`src/rtl/accum_pkg.sv`:
```
// Shared types and decode helpers for the accumulator core.
// Honours ACCUM_CORE_MULDIV_EN: without it MUL/DIV/MOD skip the operand read.
package accum_pkg;

    typedef enum logic [3:0] {
        OP_LOAD  = 4'h0,
        OP_STORE = 4'h1,
        OP_ADD   = 4'h2,
        OP_ADC   = 4'h3,
        OP_SUB   = 4'h4,
        OP_SBB   = 4'h5,
        OP_NEG   = 4'h6,
        OP_INC   = 4'h7,
        OP_DEC   = 4'h8,
        OP_MUL   = 4'h9,
        OP_DIV   = 4'hA,
        OP_AND   = 4'hB,
        OP_OR    = 4'hC,
        OP_XOR   = 4'hD,
        OP_MOD   = 4'hE,
        OP_JMP   = 4'hF
    } opcodeT;

    typedef enum logic [2:0] {
        S_IDLE   = 3'd0,
        S_FETCH0 = 3'd1,
        S_FETCH1 = 3'd2,
        S_MEM_RD = 3'd3,
        S_MEM_WR = 3'd4,
        S_EXEC   = 3'd5
    } stateT;

    localparam int FLAG_Z = 0;
    localparam int FLAG_C = 1;
    localparam int FLAG_N = 2;
    localparam int FLAG_V = 3;

    function automatic logic needs_mem_rd(input opcodeT op);
        case (op)
            OP_LOAD, OP_ADD, OP_ADC, OP_SUB, OP_SBB,
            OP_AND, OP_OR, OP_XOR: return 1'b1;
`ifdef ACCUM_CORE_MULDIV_EN
            OP_MUL, OP_DIV, OP_MOD: return 1'b1;
`endif
            default: return 1'b0;
        endcase
    endfunction

endpackage

```
`src/rtl/accum_alu.sv`:
```
// Combinational ALU for accum_core; flagsWe marks which flag bits the op writes.
// MUL/DIV/MOD hardware exists only when ACCUM_CORE_MULDIV_EN is defined.
module accum_alu
    import accum_pkg::*;
#(
    parameter int DATA_W = 8
) (
    input  logic [3:0]        op,
    input  logic [DATA_W-1:0] acc,
    input  logic [DATA_W-1:0] m,
    input  logic              cIn,
    output logic [DATA_W-1:0] result,
    output logic [DATA_W-1:0] resultHi,
    output logic              hiWe,
    output logic [3:0]        flagsOut,
    output logic [3:0]        flagsWe
);

    localparam int MSB = DATA_W - 1;
    localparam logic [DATA_W-1:0] ONE      = {{(DATA_W-1){1'b0}}, 1'b1};
    localparam logic [DATA_W-1:0] MSB_ONLY = {1'b1, {(DATA_W-1){1'b0}}};

    logic [DATA_W:0] sum;
    logic            carry;
    logic            ovf;
`ifdef ACCUM_CORE_MULDIV_EN
    logic [2*DATA_W-1:0] prod;
`endif

    always_comb begin
        result   = acc;
        resultHi = '0;
        hiWe     = 1'b0;
        sum      = '0;
        carry    = 1'b0;
        ovf      = 1'b0;
        flagsWe  = 4'b0000;
`ifdef ACCUM_CORE_MULDIV_EN
        prod     = '0;
`endif
        case (op)
            OP_LOAD: begin
                result  = m;
                flagsWe = 4'b0101;
            end
            OP_ADD, OP_ADC: begin
                sum     = {1'b0, acc} + {1'b0, m}
                        + ((op == OP_ADC) ? {{DATA_W{1'b0}}, cIn} : '0);
                result  = sum[DATA_W-1:0];
                carry   = sum[DATA_W];
                ovf     = (acc[MSB] == m[MSB]) && (result[MSB] != acc[MSB]);
                flagsWe = 4'b1111;
            end
            OP_SUB, OP_SBB: begin
                // The extra top bit of the difference is the borrow.
                sum     = {1'b0, acc} - {1'b0, m}
                        - ((op == OP_SBB) ? {{DATA_W{1'b0}}, cIn} : '0);
                result  = sum[DATA_W-1:0];
                carry   = sum[DATA_W];
                ovf     = (acc[MSB] != m[MSB]) && (result[MSB] != acc[MSB]);
                flagsWe = 4'b1111;
            end
            OP_NEG: begin
                result  = (~acc) + ONE;
                carry   = (acc != '0);
                ovf     = (acc == MSB_ONLY);
                flagsWe = 4'b1111;
            end
            OP_INC: begin
                result  = acc + ONE;
                carry   = (acc == '1);
                ovf     = (acc == ~MSB_ONLY);
                flagsWe = 4'b1111;
            end
            OP_DEC: begin
                result  = acc - ONE;
                carry   = (acc == '0);
                ovf     = (acc == MSB_ONLY);
                flagsWe = 4'b1111;
            end
            OP_AND: begin
                result  = acc & m;
                flagsWe = 4'b0101;
            end
            OP_OR: begin
                result  = acc | m;
                flagsWe = 4'b0101;
            end
            OP_XOR: begin
                result  = acc ^ m;
                flagsWe = 4'b0101;
            end
`ifdef ACCUM_CORE_MULDIV_EN
            OP_MUL: begin
                prod     = {{DATA_W{1'b0}}, acc} * {{DATA_W{1'b0}}, m};
                result   = prod[DATA_W-1:0];
                resultHi = prod[2*DATA_W-1:DATA_W];
                hiWe     = 1'b1;
                carry    = (resultHi != '0);
                ovf      = carry;
                flagsWe  = 4'b1111;
            end
            OP_DIV, OP_MOD: begin
                // A zero divisor leaves the data registers alone and only raises V.
                if (m == '0) begin
                    ovf     = 1'b1;
                    flagsWe = 4'b1000;
                end else begin
                    result   = (op == OP_DIV) ? (acc / m) : (acc % m);
                    resultHi = acc % m;
                    hiWe     = (op == OP_DIV);
                    flagsWe  = 4'b0101;
                end
            end
`else
            OP_MUL, OP_DIV, OP_MOD: begin
                ovf     = 1'b1;
                flagsWe = 4'b1000;
            end
`endif
            default: ;
        endcase
        flagsOut = {ovf, result[MSB], carry, (result == '0)};
    end

endmodule

```
`src/rtl/accum_core.sv`:
```
// Accumulator processor core: two-word fetch over a req/ack port, then execute.
// Define ACCUM_CORE_MULDIV_EN to build the multiplier and divider.
module accum_core
    import accum_pkg::*;
#(
    parameter int DATA_W   = 8,
    parameter int ADDR_W   = 8,
    parameter int RESET_PC = 0
) (
    input  logic              clk,
    input  logic              rst,
    input  logic              run,
    output logic              mem_req,
    output logic              mem_we,
    output logic [ADDR_W-1:0] mem_addr,
    output logic [DATA_W-1:0] mem_wdata,
    input  logic              mem_ack,
    input  logic [DATA_W-1:0] mem_rdata,
    output logic [DATA_W-1:0] acc,
    output logic [DATA_W-1:0] acc_hi,
    output logic [3:0]        flags,
    output logic [ADDR_W-1:0] pc,
    output logic              busy,
    output logic              instr_done
);

    localparam logic [ADDR_W-1:0] PC_INIT = ADDR_W'(RESET_PC);
    localparam logic [ADDR_W-1:0] STEP1   = ADDR_W'(1);
    localparam logic [ADDR_W-1:0] STEP2   = ADDR_W'(2);

    stateT             state;
    stateT             nextState;
    opcodeT            opcode;
    logic [ADDR_W-1:0] operand;
    logic [DATA_W-1:0] mOperand;

    logic [DATA_W-1:0] aluResult;
    logic [DATA_W-1:0] aluResultHi;
    logic              aluHiWe;
    logic [3:0]        aluFlags;
    logic [3:0]        aluFlagsWe;

    accum_alu #(.DATA_W(DATA_W)) uAlu (
        .op      (opcode),
        .acc     (acc),
        .m       (mOperand),
        .cIn     (flags[FLAG_C]),
        .result  (aluResult),
        .resultHi(aluResultHi),
        .hiWe    (aluHiWe),
        .flagsOut(aluFlags),
        .flagsWe (aluFlagsWe)
    );

    always_ff @(posedge clk) begin
        if (rst) state <= S_IDLE;
        else     state <= nextState;
    end

    always_comb begin
        nextState = state;
        case (state)
            S_IDLE:   if (run) nextState = S_FETCH0;
            S_FETCH0: if (mem_ack) nextState = S_FETCH1;
            S_FETCH1: if (mem_ack) begin
                if (opcode == OP_STORE)        nextState = S_MEM_WR;
                else if (needs_mem_rd(opcode)) nextState = S_MEM_RD;
                else                           nextState = S_EXEC;
            end
            S_MEM_RD: if (mem_ack) nextState = S_EXEC;
            S_MEM_WR: if (mem_ack) nextState = S_IDLE;
            S_EXEC:   nextState = S_IDLE;
            default:  nextState = S_IDLE;
        endcase
    end

    assign busy = (state != S_IDLE);

    // Instruction word and operand capture; stale contents after reset are harmless.
    always_ff @(posedge clk) begin
        if (state == S_FETCH0 && mem_ack) opcode   <= opcodeT'(mem_rdata[3:0]);
        if (state == S_FETCH1 && mem_ack) operand  <= mem_rdata[ADDR_W-1:0];
        if (state == S_MEM_RD && mem_ack) mOperand <= mem_rdata;
    end

    always_ff @(posedge clk) begin
        if (rst) begin
            mem_req    <= 1'b0;
            mem_we     <= 1'b0;
            mem_addr   <= '0;
            mem_wdata  <= '0;
            acc        <= '0;
            acc_hi     <= '0;
            flags      <= 4'b0000;
            pc         <= PC_INIT;
            instr_done <= 1'b0;
        end else begin
            instr_done <= 1'b0;
            case (state)
                S_IDLE: if (run) begin
                    mem_req  <= 1'b1;
                    mem_we   <= 1'b0;
                    mem_addr <= pc;
                end
                S_FETCH0: if (mem_ack) mem_addr <= pc + STEP1;
                S_FETCH1: if (mem_ack) begin
                    // mem_req stays high straight into the operand access.
                    if (opcode == OP_STORE) begin
                        mem_we    <= 1'b1;
                        mem_wdata <= acc;
                        mem_addr  <= mem_rdata[ADDR_W-1:0];
                    end else if (needs_mem_rd(opcode)) begin
                        mem_addr  <= mem_rdata[ADDR_W-1:0];
                    end else begin
                        mem_req   <= 1'b0;
                    end
                end
                S_MEM_RD: if (mem_ack) mem_req <= 1'b0;
                S_MEM_WR: if (mem_ack) begin
                    mem_req    <= 1'b0;
                    mem_we     <= 1'b0;
                    pc         <= pc + STEP2;
                    instr_done <= 1'b1;
                end
                S_EXEC: begin
                    acc <= aluResult;
                    if (aluHiWe) acc_hi <= aluResultHi;
                    flags      <= (flags & ~aluFlagsWe) | (aluFlags & aluFlagsWe);
                    pc         <= (opcode == OP_JMP) ? operand : pc + STEP2;
                    instr_done <= 1'b1;
                end
                default: ;
            endcase
        end
    end

endmodule

```
`config.mk`:
```
export PLATFORM = sky130hd
export DESIGN_NAME = accum_core
export DESIGN_NICKNAME = d
export VERILOG_FILES = /design/src/rtl/accum_pkg.sv /design/src/rtl/accum_alu.sv /design/src/rtl/accum_core.sv
export SDC_FILE = /design/constraint.sdc
export NUM_CORES = 1
export LEC_CHECK = 0
export BUFFER_PORTS_ARGS = -buffer_cell sky130_fd_sc_hd__buf_2
export CORE_ASPECT_RATIO = 0.8
export CORE_MARGIN = 5
export CORE_UTILIZATION = 35
export DETAILED_ROUTE_END_ITERATION = 16
export HOLD_SLACK_MARGIN = 0.15
export PLACE_DENSITY = 0.61
export SLEW_MARGIN = 5
export SYNTH_ARGS = -nofsm -noshare
export SYNTH_HDL_FRONTEND = slang
export SYNTH_SLANG_ARGS = --single-unit
export TNS_END_PERCENT = 10
```
`constraint.sdc`:
```
create_clock -name clk -period 4.65 [get_ports clk]
set_input_delay 0.465 -clock clk [delete_from_list [all_inputs] [get_ports clk]]
set_output_delay 0.465 -clock clk [all_outputs]
set_load 0.02 [all_outputs]
```
==> results of run 1 <==
-- cell type report --
| class | instances | area share |
|---|---|---|
| well taps | 184 | 0.0411 |
| repair buffers | 56 | 0.0523 |
| flip-flops and latches | 63 | 0.261 |
| inverters | 32 | 0.0215 |
| clock buffers | 13 | 0.0465 |
| clock inverters | 3 | 0.00760 |
| multi-input cells | 487 | 0.570 |
-- per-layer routing --
metal	part of all wire	routed length, um	GRT usage	vias to the layer above
met4	0.011	156	0.0420	0
met5	0	0	0	-
li1	-	-	-	2260
met3	0.066	956	0.0315	14
met2	0.43	6160	0.258	171
met1	0.50	7180	0.265	2219
-- synth_stat cells (7+ instances only) --
cell type / instances / share of area
edfxtp_1: 20 / 0.12
o221ai_1: 7 / 0.012
inv_1: 31 / 0.023
o21ai_1: 13 / 0.013
o21ai_0: 23 / 0.023
buf_4: 9 / 0.014
nor2b_1: 11 / 0.014
nand3_1: 22 / 0.022
ha_1: 40 / 0.10
nand2b_1: 21 / 0.026
nand2_1: 39 / 0.029
xor2_1: 8 / 0.014
a211oi_1: 13 / 0.020
nor3_1: 18 / 0.018
dfxtp_1: 43 / 0.17
buf_2: 14 / 0.014
clkbuf_1: 19 / 0.014
xnor2_1: 17 / 0.030
nor2_1: 83 / 0.063
a21oi_1: 54 / 0.054
-- cells by family after synthesis --
| kind of cell | after synthesis | share of synthesized area |
|---|---|---|
| simple gates | 232 | 0.231 |
| mux | 5 | 0.0106 |
| other cells | 1 | 0.000753 |
| buf+inv | 78 | 0.0706 |
| xor+xnor | 26 | 0.0472 |
| fa+ha+maj | 45 | 0.121 |
| flops | 63 | 0.294 |
| compound gates | 171 | 0.225 |
-- power by group --
part	leakage, nW	total (mW)	internal (mW)	switching [mW]
Clock	0.146	0.691	0.443	0.247
Combinational	1.59	0.327	0.123	0.205
Sequential	0.529	0.633	0.594	0.0384
-- stage by stage --
stage	area (um^2)	setup WS [ns]	utilization
floorplan	5000	1.33	-
global placement	5300	0.867	0.376
detailed placement	5300	0.729	0.376
CTS	5600	0.719	0.397
global route	5600	0.396	0.397
finish	5600	0.638	0.397
-- final timing paths --
kind / cells after the start / startpoint / end
worst max-delay path: 13 / opcode[2] / flop
worst min-delay path: 1 / mem_rdata[5] / operand[5]
worst max register to register: 13 / opcode[2] / flop
worst min register to register: 2 / mem_addr[3] / mem_addr[3]
-- state kept, by name (all words and copies together) (netlist names), named ones only --
name	flops
mem_req	1
mem_wdata	8
pc	8
mOperand	8
instr_done	1
operand	8
acc	8
opcode	4
state	3
mem_addr	8
mem_we	1
==> flow_summary.yaml, run 1 <==
status:
  status: "completed"
clocking:
  clk_pin_slew_ns: 0.05
  cts_tree: "built"
  cts_resized: 0
  hold_buffers: 0
  cts_setup_buffers: 0
  clockBufferDepth: 2
  insertion_delay_ns: 0.34
  cts_root_buffer: "clkbuf_16"
  ctsHtreeMaxLevel: 3
  cts_inserted_buffers: 9
  cts_sinks: 63
die:
  start_util: 0.353
  die_x_um: 143
  die_area_mm2: 0.0167
  core_area_mm2: 0.0141
  rows: 39
  top_level_ports: 60
  die_h_um: 117
yosys:
  synth_cell_type_count: 77
  synth.ff_latch_count: 63
  syn-cell-area_mm2: 0.00498
  synth_seq_area_share: 0.294
  syn_inst: 621
  ys_warn_count: 0
  synth_edf_count: 20
  ys.flop_type: "dfxtp_1"
  avgSynthCellArea_um2: 8.02
  async_flop_share: 0
sta:
  fin_setup_tns_ns: 0
  clock_skew_ns: 0.00911
  clock.fmax_ghz: 0.249
  worst_slew_pin_slew_ns: 0.894
  whs_ns: 0.352
  fin_crit_sh: 0.863
  hold_viol_final: 0
  slew_headroom: 0.401
  drv_slew: 0
  setup_viol: 0
  fin_crit_ns: 4.01
  rsz0062_at_grt: "false"
grt:
  grt_pass1_vias: 4283
  grt_use_total: 0.175
  grt_max_degree: 44
  antenna_found_initial: 0
  grt_pass1_wl_um: 23300
  grt_overflow: 0
place:
  dp_hpwl_um: 10800
  port_buffers: 51
  dp_cells: 822
  gp_congestion: 0.943
run:
  drv_cap: 0
drt:
  vias: 4664
  drt-vias-per-instance: 5.57
  dr.pass1.iters: 5
  drc: 0
  avgRoutedWirePerCell_um: 17.3
  ant_nets: 0
  drt_iter0_markers: 483
  postRouteWirelength_um: 14500
setup_path:
  cp_cell_sequence: "nor2b_1 > nor2b_1 > nand3_1 > fa_1 > fa_1 > nand2b_1 > a21oi_1 > o21ai_1 > a21boi_1 > nor2_1 > a2111oi_0 > nand4_1 > o21ai_1"
  worstPathMaxFanout: 6
  crit_arrival_ns: 4.28
  required_ns: 4.92
  critPathLaunchType: "flop"
  cp_top_family: "simple AND/OR/NAND/NOR gates"
  crit_path_end_kind: "flop"
  path_buf_inv: 0
  crit_slowest_cell: "a2111oi_0"
  critPathKind: "reg2reg"
  ff2ff_setup_slack_ns: 0.64
  max_stage_delay_ns: 0.59
layout:
  multi_input_area_mm2: 0.00319
  fill_cells: 1412
  seqCellArea_mm2: 0.00146
  antenna_cells: 0
  final_cell_mix: "nor2_1, a21oi_1, buf_2, dfxtp_1, ha_1"
  layout.nets: 706
  final_cells: 838
  layout-drive-gt1-share: 0.131
  final_common_cell: "nor2_1"
  syn2layout_area_growth_pct: 12.5
power:
  cellPowerDensity_mw_per_mm2: 295
  totalPowerFinal_mw: 1.65
  power.leakage_nw: 2.26
  peakVddDrop_mv: 0.153
worst_hold_path:
  min_path_type: "in2reg"
Power figures use the tool's default switching activity.
==> run 2: changes to the inputs <==
--- a/config.mk
+++ b/config.mk
@@ -11,7 +11,7 @@
 export CORE_UTILIZATION = 35
 export DETAILED_ROUTE_END_ITERATION = 16
 export HOLD_SLACK_MARGIN = 0.15
-export PLACE_DENSITY = 0.61
+export PLACE_DENSITY_LB_ADDON = 0.25
 export SLEW_MARGIN = 5
 export SYNTH_ARGS = -nofsm -noshare
 export SYNTH_HDL_FRONTEND = slang
==> run 2 against run 1 <==
Effect of this change:
- die area is the same
- non-clock buffer count grew 4
- clock skew shrank 0.00054 ns
- maximum frequency grew 0.61%
- total power shrank 0.64%
- cell count grew 0.48%
- critical path type unchanged
==> flow_summary.yaml, run 2 (synthesis results as in run 1) <==
status:
  status: "completed"
die:
  die_area_mm2: 0.0167
  rows: 39
  die_x_um: 143
  core_area_mm2: 0.0141
  die_h_um: 117
  top_level_ports: 60
  start_util: 0.353
power:
  cellPowerDensity_mw_per_mm2: 292
  peakVddDrop_mv: 0.176
  totalPowerFinal_mw: 1.64
  power.leakage_nw: 2.28
place:
  gp_congestion: 0.908
  port_buffers: 51
  dp_cells: 826
  dp_hpwl_um: 11200
sta:
  worst_slew_pin_slew_ns: 0.914
  fin_setup_tns_ns: 0
  fin_crit_sh: 0.857
  hold_viol_final: 0
  drv_slew: 0
  clock_skew_ns: 0.00856
  rsz0062_at_grt: "false"
  fin_crit_ns: 3.99
  slew_headroom: 0.389
  setup_viol: 0
  clock.fmax_ghz: 0.251
layout:
  fill_cells: 1469
  final_common_cell: "nor2_1"
  layout-drive-gt1-share: 0.137
  final_util: 0.399
  layout.nets: 710
  syn2layout_area_growth_pct: 13.0
  final_cells: 842
  multi_input_area_mm2: 0.00319
  final_cell_mix: "nor2_1, a21oi_1, buf_2, dfxtp_1, ha_1"
  seqCellArea_mm2: 0.00146
  antenna_cells: 0
setup_path:
  worstPathMaxFanout: 6
  critPathKind: "reg2reg"
  cp_cell_sequence: "nor2b_1 > nor2b_1 > nand3_1 > fa_1 > fa_1 > nand2b_1 > a21oi_1 > o21ai_1 > a21boi_1 > nor2_1 > a2111oi_0 > nand4_1 > o21ai_1"
  required_ns: 4.91
  critPathLaunchType: "flop"
  crit_slowest_cell: "a2111oi_0"
  r2r-start: "opcode[2]"
  max_stage_delay_ns: 0.56
  crit_path_end_kind: "flop"
  crit_arrival_ns: 4.25
  critPathLaunch: "opcode[2]"
grt:
  grt_pass1_wl_um: 24000
  grt_overflow: 0
  grt_max_degree: 44
  antenna_found_initial: 0
  grt_pass1_vias: 4330
  grt_use_total: 0.182
clocking:
  cts_tree: "built"
  insertion_delay_ns: 0.34
  clk_pin_slew_ns: 0.06
  ctsHtreeMaxLevel: 3
  cts_setup_buffers: 0
  cts_sinks: 63
  clockBufferDepth: 2
  cts_root_buffer: "clkbuf_16"
  cts_inserted_buffers: 9
  hold_buffers: 0
  cts_resized: 0
drt:
  avgRoutedWirePerCell_um: 17.8
  drc: 0
  dr.pass1.iters: 5
  drt-vias-per-instance: 5.47
  vias: 4605
  postRouteWirelength_um: 15000
  drt_iter0_markers: 474
  ant_nets: 0
worst_hold_path:
  min_from: "mem_rdata[4]"
  min_path_type: "in2reg"
run:
  drv_cap: 0
==> run 2: cell types whose count changed in the layout (fill, tap and decap cells not counted), sizes merged <==
cell,previous run,this run
clkbuf,13,14
bufinv,1,0
buf,56,60
==> run 2: layer usage <==
metal | part of all wire | track usage
met5 | 0 | 0
met2 | 0.43 | 0.273
met4 | 0.014 | 0.0458
met3 | 0.055 | 0.0237
met1 | 0.50 | 0.276
==> run 2: where the power goes <==
part | switching, mW | total (mW) | internal, mW
logic | 0.207 | 0.331 | 0.124
registers | 0.0376 | 0.632 | 0.594
clock network | 0.256 | 0.678 | 0.422
==> run 2: final cells by class <==
cell class              count  area share
multi-input cells         487       0.568
flip-flops and latches     63       0.260
repair buffers             60      0.0574
clock buffers              14      0.0507
well taps                 184      0.0409
inverters                  32      0.0214
clock inverters             2     0.00222
==> run 2: worst max-delay path: cells and delay by family (launching register included) <==
kind	cells	cell delay, ns
AND/OR/NAND/NOR	6	1.41
flip-flops	1	0.39
AO/OA/AOI/OAI	5	1.27
adder cells (fa/ha/maj)	2	0.83
==> run 2: metrics by stage <==
stage                     hold WS (ns)  setup slack (ns)  instance area [um^2]
after floorplan                  0.471              1.33                  5000
after global placement           0.457             0.821                  5330
after detailed placement         0.462             0.783                  5330
after CTS                        0.340             0.728                  5620
after global routing             0.344             0.304                  5620
final                            0.345             0.663                  5620
==> run 2: final timing paths <==
kind / endpoint / slack [ns] / cells after the start
worst max-delay path: flop / 0.66 / 13
worst min-delay path: operand[4] / 0.35 / 1
worst max register to register: flop / 0.66 / 13
worst min register to register: mem_addr[0] / 0.47 / 2
==> run 3: changes to the inputs <==
--- a/config.mk
+++ b/config.mk
@@ -6,9 +6,10 @@
 export NUM_CORES = 1
 export LEC_CHECK = 0
 export BUFFER_PORTS_ARGS = -buffer_cell sky130_fd_sc_hd__buf_2
-export CORE_ASPECT_RATIO = 0.8
+export CORE_ASPECT_RATIO = 0.7
 export CORE_MARGIN = 5
 export CORE_UTILIZATION = 35
+export CTS_BUF_LIST = sky130_fd_sc_hd__clkbuf_2 sky130_fd_sc_hd__clkbuf_4 sky130_fd_sc_hd__clkbuf_8
 export DETAILED_ROUTE_END_ITERATION = 16
 export HOLD_SLACK_MARGIN = 0.15
 export PLACE_DENSITY_LB_ADDON = 0.25
==> constraint.sdc (replaced) <==
create_clock -name clk -period 4.52 [get_ports clk]
set_input_delay 0.452 -clock clk [delete_from_list [all_inputs] [get_ports clk]]
set_output_delay 0.452 -clock clk [all_outputs]
set_load 0.02 [all_outputs]
==> run 3 against run 2 <==
Effect of this change:
- clock power is 34% lower
- via count is 2.1% higher
- maximum frequency increased by 0.48%
- sequential share of layout area rose by 0.46 points
- hold slack worse by 0.034 ns
- largest power group is now sequential cells
- total power down 12%
- global-route usage up 0.24 points
- critical path depth stayed put
- flip-flop and latch count did not move
- worst setup slack got worse by 0.11 ns
- cell count grew 1.1%
- highest routed layer unchanged
- non-clock buffer count increased by 3
==> flow_summary.yaml, run 3 (synthesis results as in run 1) <==
sta:
  fin_crit_sh: 0.878
  clock_skew_ns: 0.00934
  fin_setup_tns_ns: 0
  drv_slew: 0
  worst_slew_pin_slew_ns: 0.945
  hold_viol_final: 0
  rsz0062_at_grt: "false"
  setup_viol: 0
  clock.fmax_ghz: 0.252
  slew_headroom: 0.367
  fin_crit_ns: 3.97
power:
  p_comb_frac: 0.241
  cellPowerDensity_mw_per_mm2: 262
  switching_share: 0.349
  p_int_mw: 0.941
  clkPwrFrac: 0.311
  seqPwrFrac: 0.448
  peakVddDrop_mv: 0.125
  power.leakage_nw: 2.25
  p_switching_mw: 0.504
setup_path:
  max_stage_delay_ns: 0.60
  crit_slowest_cell: "a2111oi_0"
  r2r-start: "opcode[2]"
  crit_arrival_ns: 4.27
  critPathKind: "reg2reg"
  ff2ff_path_depth: 13
  worstPathMaxFanout: 6
  ff2ff_setup_slack_ns: 0.55
  required_ns: 4.82
  cp_cell_sequence: "nor2b_1 > nor2b_1 > nand3_1 > fa_1 > fa_1 > nand2b_1 > a21oi_1 > o21ai_1 > a21boi_1 > nor2_1 > a2111oi_0 > nand4_1 > o21ai_1"
  crit_path_end_kind: "flop"
  critPathLaunchType: "flop"
drt:
  dr.pass1.iters: 5
  drc: 0
  ant_nets: 0
  postRouteWirelength_um: 15600
  vias: 4702
  drt-vias-per-instance: 5.53
  drt_iter0_markers: 422
  avgRoutedWirePerCell_um: 18.3
clocking:
  ctsHtreeMaxLevel: 3
  clockBufferDepth: 2
  clk_pin_slew_ns: 0.08
  cts_tree: "built"
  cts_inserted_buffers: 9
  cts_sinks: 63
  cts_setup_buffers: 0
  insertion_delay_ns: 0.36
  cts_resized: 0
  hold_buffers: 0
  cts_root_buffer: "clkbuf_8"
layout:
  final_cell_mix: "nor2_1, a21oi_1, buf_2, dfxtp_1, ha_1"
  syn2layout_area_growth_pct: 11.0
  antenna_cells: 0
  layout.nets: 713
  final_common_cell: "nor2_1"
  postLayoutCellArea_mm2: 0.00553
  fill_cells: 1423
  layout-drive-gt1-share: 0.144
die:
  die_h_um: 110
  rows: 36
  start_util: 0.358
  core_area_mm2: 0.0139
  die_area_mm2: 0.0167
  top_level_ports: 60
  die_x_um: 153
place:
  dp_hpwl_um: 11900
  placed_area_mm2: 0.00536
  port_buffers: 51
  gp_congestion: 0.945
status:
  status: "completed"
worst_hold_path:
  min_path_type: "in2reg"
  min_from: "mem_rdata[6]"
  holdPathStages: 1
  hold_path_end: "operand[6]"
grt:
  grt_use_total: 0.185
  grt_pass1_wl_um: 24500
  grt_overflow: 0
  grt_max_degree: 33
  antenna_found_initial: 0
  grt_pass1_vias: 4353
run:
  drv_cap: 0
[run 3: cell count changes in the layout (fill, tap and decap cells not counted), sizes merged]
cell / change
clkinv: +5
clkbuf: -4
buf: +3
clkinvlp: -1
[run 3: how the worst max path moves through the flow]
stage | slack [ns] | end | startpoint | depth (start not counted)
after global routing | 0.22 | flop | opcode[2] | 13
final | 0.55 | flop | opcode[2] | 13
after CTS | 0.61 | flop | opcode[2] | 13
after global placement | 0.85 | flop | opcode[2] | 13
after detailed placement | 0.65 | flop | opcode[2] | 13
after floorplan | 1.20 | flop | opcode[3] | 16
[run 3: layer usage]
metal  GRT usage  vias to the layer above  share of wire
li1            -                     2275              -
met2       0.255                      168           0.40
met1       0.282                     2240           0.52
met4      0.0470                        0          0.012
met3      0.0464                       19          0.072
met5           0                        -              0
[run 3: area by class of cell]
cell class                 count  area [um^2]  share of cell area
multi-input combinational    487         3190               0.578
sequential                    63         1460               0.264
timing repair buffer          63          345              0.0625
tap                          190          238              0.0430
clock buffer                  10          131              0.0238
inverter                      32          120              0.0217
clock inverter                 6         37.5             0.00679
[run 3: worst max-delay path, delay by kind of cell, from the launching register on]
kind	cells	cell delay (ns)
AOI/OAI and AO/OA	5	1.30
adders and majority gates	2	0.84
DFF	1	0.39
and+or+nand+nor	6	1.37
[run 3: power groups by stage]
stage                     logic, mW  clock network (mW)  registers, mW
after floorplan               0.260                   0          0.653
after global placement        0.338                   0          0.658
after detailed placement      0.341                   0          0.660
after CTS                     0.343               0.461          0.647
after global routing          0.383               0.485          0.654
final                         0.348               0.449          0.648
[run 3: stage by stage]
| step | total power [mW] | setup WS, ns | hold slack [ns] | instances | util |
|---|---|---|---|---|---|
| floorplan | 0.913 | 1.20 | 0.471 | 628 | - |
| detailed placement | 1.00 | 0.646 | 0.459 | 835 | 0.385 |
| global placement | 0.996 | 0.854 | 0.455 | 835 | 0.385 |
| global route | 1.52 | 0.224 | 0.302 | 851 | 0.397 |
| finish | 1.45 | 0.552 | 0.311 | 851 | 0.397 |
| CTS | 1.45 | 0.611 | 0.299 | 851 | 0.397 |
